===== src/rtl/dmem_responder.sv =====
// Memory-side end of the CPU data port: word RAM with per-word valid bits,
// a show-ahead write-log FIFO of committed stores, and sticky error status.
module dmem_responder #(
    parameter int          ADDR_W    = 6,
    parameter logic [31:0] BASE      = 32'h0000_0000,
    parameter int          LOG_DEPTH = 4
) (
    input  logic        clk,
    input  logic        reset,
    input  logic        memwrite,
    input  logic [31:0] dataaddr,
    input  logic [31:0] writedata,
    output logic [31:0] readdata,
    output logic        log_valid,
    input  logic        log_ready,
    output logic [31:0] log_addr,
    output logic [31:0] log_data,
    output logic        overflow,
    output logic        err,
    output logic [31:0] err_addr,
    output logic [15:0] wr_count
);
    localparam int DEPTH = 2 ** ADDR_W;
    localparam int PTR_W = $clog2(LOG_DEPTH);
    localparam logic [PTR_W:0] FULL_CNT = (PTR_W + 1)'(LOG_DEPTH);

    logic [31:0]       w_off;
    logic              w_in_range;
    logic              w_aligned;
    logic [ADDR_W-1:0] w_idx;
    logic              w_accept;
    logic              w_reject;
    logic              w_full;
    logic              w_pop;
    logic              w_push;

    logic [31:0]       r_mem [0:DEPTH-1];
    logic [DEPTH-1:0]  r_valid;
    logic [31:0]       r_fifo_addr [0:LOG_DEPTH-1];
    logic [31:0]       r_fifo_data [0:LOG_DEPTH-1];
    logic [PTR_W-1:0]  r_wptr;
    logic [PTR_W-1:0]  r_rptr;
    logic [PTR_W:0]    r_count;
    logic [31:0]       r_hold_addr;
    logic [31:0]       r_hold_data;
    logic              r_overflow;
    logic              r_err;
    logic [31:0]       r_err_addr;
    logic [15:0]       r_wr_count;

    assign w_off      = dataaddr - BASE;
    assign w_in_range = (w_off[31:ADDR_W+2] == '0);
    assign w_aligned  = (dataaddr[1:0] == 2'b00);
    assign w_idx      = w_off[ADDR_W+1:2];
    assign w_accept   = memwrite & w_aligned & w_in_range;
    assign w_reject   = memwrite & ~(w_aligned & w_in_range);

    assign w_full = (r_count == FULL_CNT);
    assign w_pop  = log_valid & log_ready;
    // A full FIFO still accepts a push when the head leaves in the same cycle.
    assign w_push = w_accept & (~w_full | w_pop);

    // Valid bits clear asynchronously, so reads return zero during reset.
    assign readdata = (w_in_range && r_valid[w_idx]) ? r_mem[w_idx] : 32'h0;

    always_ff @(posedge clk) begin
        if (w_accept) begin
            r_mem[w_idx] <= writedata;
        end
    end

    generate
        for (genvar gi = 0; gi < DEPTH; gi++) begin : g_valid
            always_ff @(posedge clk or posedge reset) begin
                if (reset) begin
                    r_valid[gi] <= 1'b0;
                end else if (w_accept && (w_idx == ADDR_W'(gi))) begin
                    r_valid[gi] <= 1'b1;
                end
            end
        end
    endgenerate

    always_ff @(posedge clk) begin
        if (w_push) begin
            r_fifo_addr[r_wptr] <= dataaddr;
            r_fifo_data[r_wptr] <= writedata;
        end
    end

    always_ff @(posedge clk or posedge reset) begin
        if (reset) begin
            r_wptr  <= '0;
            r_rptr  <= '0;
            r_count <= '0;
        end else begin
            if (w_push) begin
                r_wptr <= r_wptr + 1'b1;
            end
            if (w_pop) begin
                r_rptr <= r_rptr + 1'b1;
            end
            case ({w_push, w_pop})
                2'b10:   r_count <= r_count + 1'b1;
                2'b01:   r_count <= r_count - 1'b1;
                default: r_count <= r_count;
            endcase
        end
    end

    // Shadow of the head so the log outputs keep their last value when empty.
    always_ff @(posedge clk or posedge reset) begin
        if (reset) begin
            r_hold_addr <= '0;
            r_hold_data <= '0;
        end else if (log_valid) begin
            r_hold_addr <= r_fifo_addr[r_rptr];
            r_hold_data <= r_fifo_data[r_rptr];
        end
    end

    always_ff @(posedge clk or posedge reset) begin
        if (reset) begin
            r_overflow <= 1'b0;
            r_err      <= 1'b0;
            r_err_addr <= '0;
            r_wr_count <= '0;
        end else begin
            if (w_accept) begin
                r_wr_count <= r_wr_count + 16'd1;
            end
            if (w_accept && w_full && !w_pop) begin
                r_overflow <= 1'b1;
            end
            if (w_reject) begin
                r_err <= 1'b1;
                if (!r_err) begin
                    r_err_addr <= dataaddr;
                end
            end
        end
    end

    assign log_valid = (r_count != '0);
    assign log_addr  = log_valid ? r_fifo_addr[r_rptr] : r_hold_addr;
    assign log_data  = log_valid ? r_fifo_data[r_rptr] : r_hold_data;
    assign overflow  = r_overflow;
    assign err       = r_err;
    assign err_addr  = r_err_addr;
    assign wr_count  = r_wr_count;
endmodule


===== config.mk =====
export PLATFORM = sky130hd
export DESIGN_NAME = dmem_responder
export DESIGN_NICKNAME = d
export VERILOG_FILES = /design/src/rtl/dmem_responder.sv
export SDC_FILE = /design/constraint.sdc
export NUM_CORES = 2
export LEC_CHECK = 0
export BUFFER_PORTS_ARGS = -buffer_cell sky130_fd_sc_hd__buf_2
export CAP_MARGIN = 25
export CORE_MARGIN = 1.5
export CORE_UTILIZATION = 62
export DETAILED_ROUTE_END_ITERATION = 10
export GPL_ROUTABILITY_DRIVEN = 0
export PLACE_DENSITY = 0.84
export SLEW_MARGIN = 10
export SYNTH_ARGS = -nofsm -noshare
export SYNTH_HDL_FRONTEND = slang
export SYNTH_SLANG_ARGS = --single-unit

===== constraint.sdc =====
create_clock -name clk -period 8.72 [get_ports clk]
set_clock_uncertainty 0.15 [all_clocks]
set_input_delay 1.308 -clock clk [delete_from_list [all_inputs] [get_ports clk]]
set_output_delay 1.308 -clock clk [all_outputs]
set_load 0.1 [all_outputs]

After elaboration in Yosys (flattened, before gate mapping)
Memory sizes are Yosys's and may differ from the RTL's.
Cells that the tools add are included.
- add/sub/neg operators: 5
- magnitude comparators: 1
- equal/unequal tests: 66
- mux-type cells: 10
- bitwise gates (word level): 10
- reduce and logical (&&, ||, !) cells: 74
- operators with widths (cell ; number):
    6-bit == test, second input constant ; 32
    6-bit by 5-bit == test with 1-bit output, second input constant ; 16
    32-bit 2-to-1 mux ; 3
    1-bit logical AND ; 67
    6-bit by 4-bit == test with 1-bit output, second input constant ; 8
    6-bit by 3-bit == test with 1-bit output, second input constant ; 4
    24-bit zero test ; 1
    16-bit by 1-bit adder with 16-bit output, second input constant ; 1
    6-bit by 2-bit == test with 1-bit output, second input constant ; 2
    6-bit by 7-bit less-than comparator with 1-bit output, second input constant ; 1
    1-bit bitwise AND ; 6
    1-bit binary-select mux with 6-bit select ; 1
    6-bit by 1-bit == test with 1-bit output, second input constant ; 1
    6-bit zero test ; 1
    3-bit case mux with 2 select lines ; 1
    1-bit 2-to-1 mux ; 5
    2-bit by 1-bit adder with 2-bit output, second input constant ; 2
    3-bit by 1-bit adder with 3-bit output, second input constant ; 1
    3-bit == test, second input constant ; 1
    1-bit NOT ; 3
    3-bit nonzero test ; 1
    3-bit by 1-bit subtractor with 3-bit output, second input constant ; 1
    2-bit by 1-bit == test with 1-bit output, second input constant ; 1
    2-bit == test, second input constant ; 1
    other kinds (5) ; 5
- flip-flop bits (word level): 185
- RAM bits: 2304
- bits of input ports: 68
- output and inout port bits: 147
- word-level logic and storage cells: 242
- memories: 3
- memories (memory ; words ; width ; read ports ; clocked after memory_dff ; write ports ; line ; text):
    r_mem ; 64 ; 32 ; 1 ; 0 ; 1 ; 37 ; logic [31:0] r_mem [0:DEPTH-1];
    r_fifo_addr ; 4 ; 32 ; 1 ; 0 ; 1 ; 39 ; logic [31:0] r_fifo_addr [0:LOG_DEPTH-1];
    r_fifo_data ; 4 ; 32 ; 1 ; 0 ; 1 ; 40 ; logic [31:0] r_fifo_data [0:LOG_DEPTH-1];

Longest topological paths before layout
- depth in word-level cells: 6
- mapped depth: 10
- mapped depth without buffers: 9

Least setup slack after synthesis
No wires, ideal clock.
- path type: input port to output port
- start: in dataaddr[3]
- end: out readdata[10]
- data arrival time: 4280 ps
- required time: 7262 ps
- slack: 2982 ps
- stages: 10
- buffers on the path: 4
- path through: buf_2 > buf_2 > buf_4 > a211oi_1 > a221oi_1 > nand2_1 > a311oi_1 > a31oi_1 > buf_2 > a21oi_1
- word-level cells in the longest chain between the ends: 4
- ends and longest elaborated chain (what ; line ; text):
    start: declaration ; 11 ; input logic [31:0] dataaddr,
    1-bit binary-select mux with 6-bit select ; 64 ; assign readdata = (w_in_range && r_valid[w_idx]) ? r_mem[w_idx] : 32'h0;
    1-bit 2-to-1 mux (not written as such) ; 64 ;
    1-bit logical AND ; 64 ;
    32-bit 2-to-1 mux (*) ; 64 ;
    end: declaration ; 13 ; output logic [31:0] readdata,
Mark *: on every way between the ends. The rest lies on a longest branch, timed or not. The select of a mux whose other input is x is not followed.

Worst setup path after layout
- start: in dataaddr[5]
- end: out readdata[13]
The elaborated chain is that of the path after synthesis.

==> metrics <==
# rows=142; Slew @ Worst Pin=1460 ps; FFs w/ async S/R, synth=0.0743; Worst setup SP type=input pin; Net Count, Synth=4276; DIE HEIGHT=392 um; largest net degree at the start of global routing=115; Synth Area in Adders=0.000878; Core Box Area=150000 um2; top cells by area, synth=edfxtp_1 (74%), mux4_2 (14%), dfrtp_1 (4.9%), a22oi_1 (2.6%), mux2_2 (1.2%); initial antenna violation count=37; GRT Total Usage=0.368; total I/O pin count=215; post-route minimum period=7130 ps; CP max FO=41; RSZ-0062 raised after global routing=no; synthesized area=94000 um2; Slew HR=0.0270; most frequent cells in the layout=edfxtp_1 (2304), mux4_2 (583), a22oi_1 (320), clkbuf_16 (225), buf_2 (212); share of cells above drive strength 1=0.317; H-tree lvl count=4; Hold WC Path Type=reg2reg; launch point of the worst reg-to-reg path=r_rptr[0]; FF-to-FF End=r_hold_data[18]; Resized cells post-CTS=0; 1st-iter DRT viols=10011; root buffer cell=clkbuf_16; Arr. time, crit path=5680 ps; Syn Inst Count=4202; Post-DRT Antenna Nets=0; Cell Chain, Critical Path=buf_2 -> and2_4 -> buf_4 -> buf_4 -> a22oi_1 -> nand2_1 -> a22oi_1 -> a21oi_1 -> buf_2; Pleak=0.0346 uW; port bufs=214; DR vias/cell=7.58; HP Start=r_valid[30]; Synth cell types=49; Initial DRT Pass Iterations=8; Synth Area in Simple Gates=0.0183; Clock transition at path regs=70 ps; die footprint=154000 um2; TritonCTS clock tree=built; critical path type=in2out; # Post-CTS Setup Buffers=0; hold buffer count at CTS=0; Yosys top cell by area=edfxtp_1; Max Slew Vio Count=0; PwrDens=261 nW/um2; syn avg cell area=22.4 um2; Clock Latency Late Sink=860 ps; CP max-delay cell=buf_4; largest family of logic cells by synthesized area=multiplexers; commonest non-fill, non-tap cell in the layout=edfxtp_1; nets=4631; Post-synth EDFFs=2304; total number of vias=51397; R2R setup slack=5910 ps; HPWL after DPL=125000 um; # setup viols final=0; Area Growth Syn to Fin=12.5%; routed wire length per instance=41.0 um; Worst Hold End=r_valid[30]; complex-gate fraction of the synthesized area=0.0295; critical path's top delay family=buffers and inverters; count of state elements after synthesis=2489; CP max stage delay=680 ps; f_max=140 MHz; Required @ worst endpoint=7260 ps; CTS Buffer Depth=3; clock sink count=2489; Synth Area in XOR/XNOR=0.00186; DRC=0; hold depth=1; crit path capture type=output pin; overflow left after global routing=0; maximum vdd drop=0.000236 V; first-pass GRT wire length=389000 um; Ys Warns=0; width of the die=392 um; worst r2r path cells=3; Num CTS Buffers=221; Final Util=0.704; worst path bufs/invs=4; run status=complete, no violations; Main synth FF type=edfxtp_1; vias in the first global route=50601; max_cap viols=0; Fin. Hold Viols=0; effective utilization at floorplan=0.626; Yosys top cell area share=0.736; FILL cells=7769; mux contribution to synthesized area=0.153; period utilisation layout=0.818; Final TNS setup=0 ps; sequential share of the synthesized area=0.785; routed wire length=278000 um
==> area by class of cell <==
class	count	area, um2	share of cell area
diodes	16	40.0	0.000379
clock buffers	292	5960	0.0564
clock inverters	122	1140	0.0108
inverters	8	37.5	0.000355
multi-input cells	1471	19700	0.186
flip-flops and latches	2489	73800	0.698
well taps	2016	2520	0.0239
repair buffers	366	2530	0.0239
==> worst max-delay path by stage <==
stage,endpoint,start,slack [ps],cells after the start
6_report,readdata[13],dataaddr[5],1590,9
5_1_grt,readdata[13],dataaddr[5],1780,9
4_1_cts,readdata[13],dataaddr[5],1980,9
3_5_place_dp,readdata[13],dataaddr[5],2010,9
3_3_place_gp,readdata[13],dataaddr[2],1980,10
2_1_floorplan,err,reset,2230,1
==> Yosys cell counts, types with 4 or more instances <==
library cell,instances
a21oi_1,36
a22oi_1,322
and2_1,6
and3_1,4
buf_1,19
buf_2,117
buf_4,4
clkbuf_1,94
dfrtp_1,185
edfxtp_1,2304
ha_1,5
inv_1,8
mux2_2,99
mux2i_1,14
mux4_2,583
nand2_1,160
nand3_1,16
nor2_1,77
nor2b_1,10
nor4_1,7
o21ai_0,8
or2_1,11
or2_2,55
xnor2_1,16
xor2_1,4
==> worst reg2reg max path: stages, from the launching register on <==
cell     delay (ps)
dfrtp_4         770
buf_4           790
mux4_2          620
mux2_2          350
==> cells by family after synthesis <==
kind of cell / after synthesis
compound gates: 383
fa+ha+maj: 6
simple gates: 366
buf+inv: 242
mux: 696
xor+xnor: 20
flops: 2489
==> flip-flops by register name (all words and copies together), names as in the netlist, 3 cells and up <==
signal,cells
err_addr,32
r_fifo_data,128
r_count,3
r_hold_data,32
r_mem,2048
r_hold_addr,32
r_fifo_addr,128
r_valid,64
wr_count,16
==> routing by layer <==
layer	routed length [um]	share of wire	GRT usage
met3	43000	0.15	0.129
met1	86400	0.31	0.471
met4	18100	0.065	0.184
met5	266	0.00096	0.00574
met2	130000	0.47	0.566
==> through the flow <==
step                      total power (uW)  setup slack (ps)  hold slack, ps  area (um2)  cells
after detailed placement             17900              2010             295       98500   6342
after CTS                            27600              1980             322      106000   6756
after global routing                 28200              1780             334      106000   6767
final                                27600              1590             324      106000   6780
after global placement               17800              1980             292       98400   6340
after floorplan                      16900              2230             281       94000   4202
==> power breakdown <==
group	leakage, uW	switching (uW)	internal, uW	total [uW]
clock	0.00347	4530	5350	9880
sequential	0.0231	142	13200	13400
combinational	0.00805	3360	1030	4390
Power figures use the tool's default switching activity.
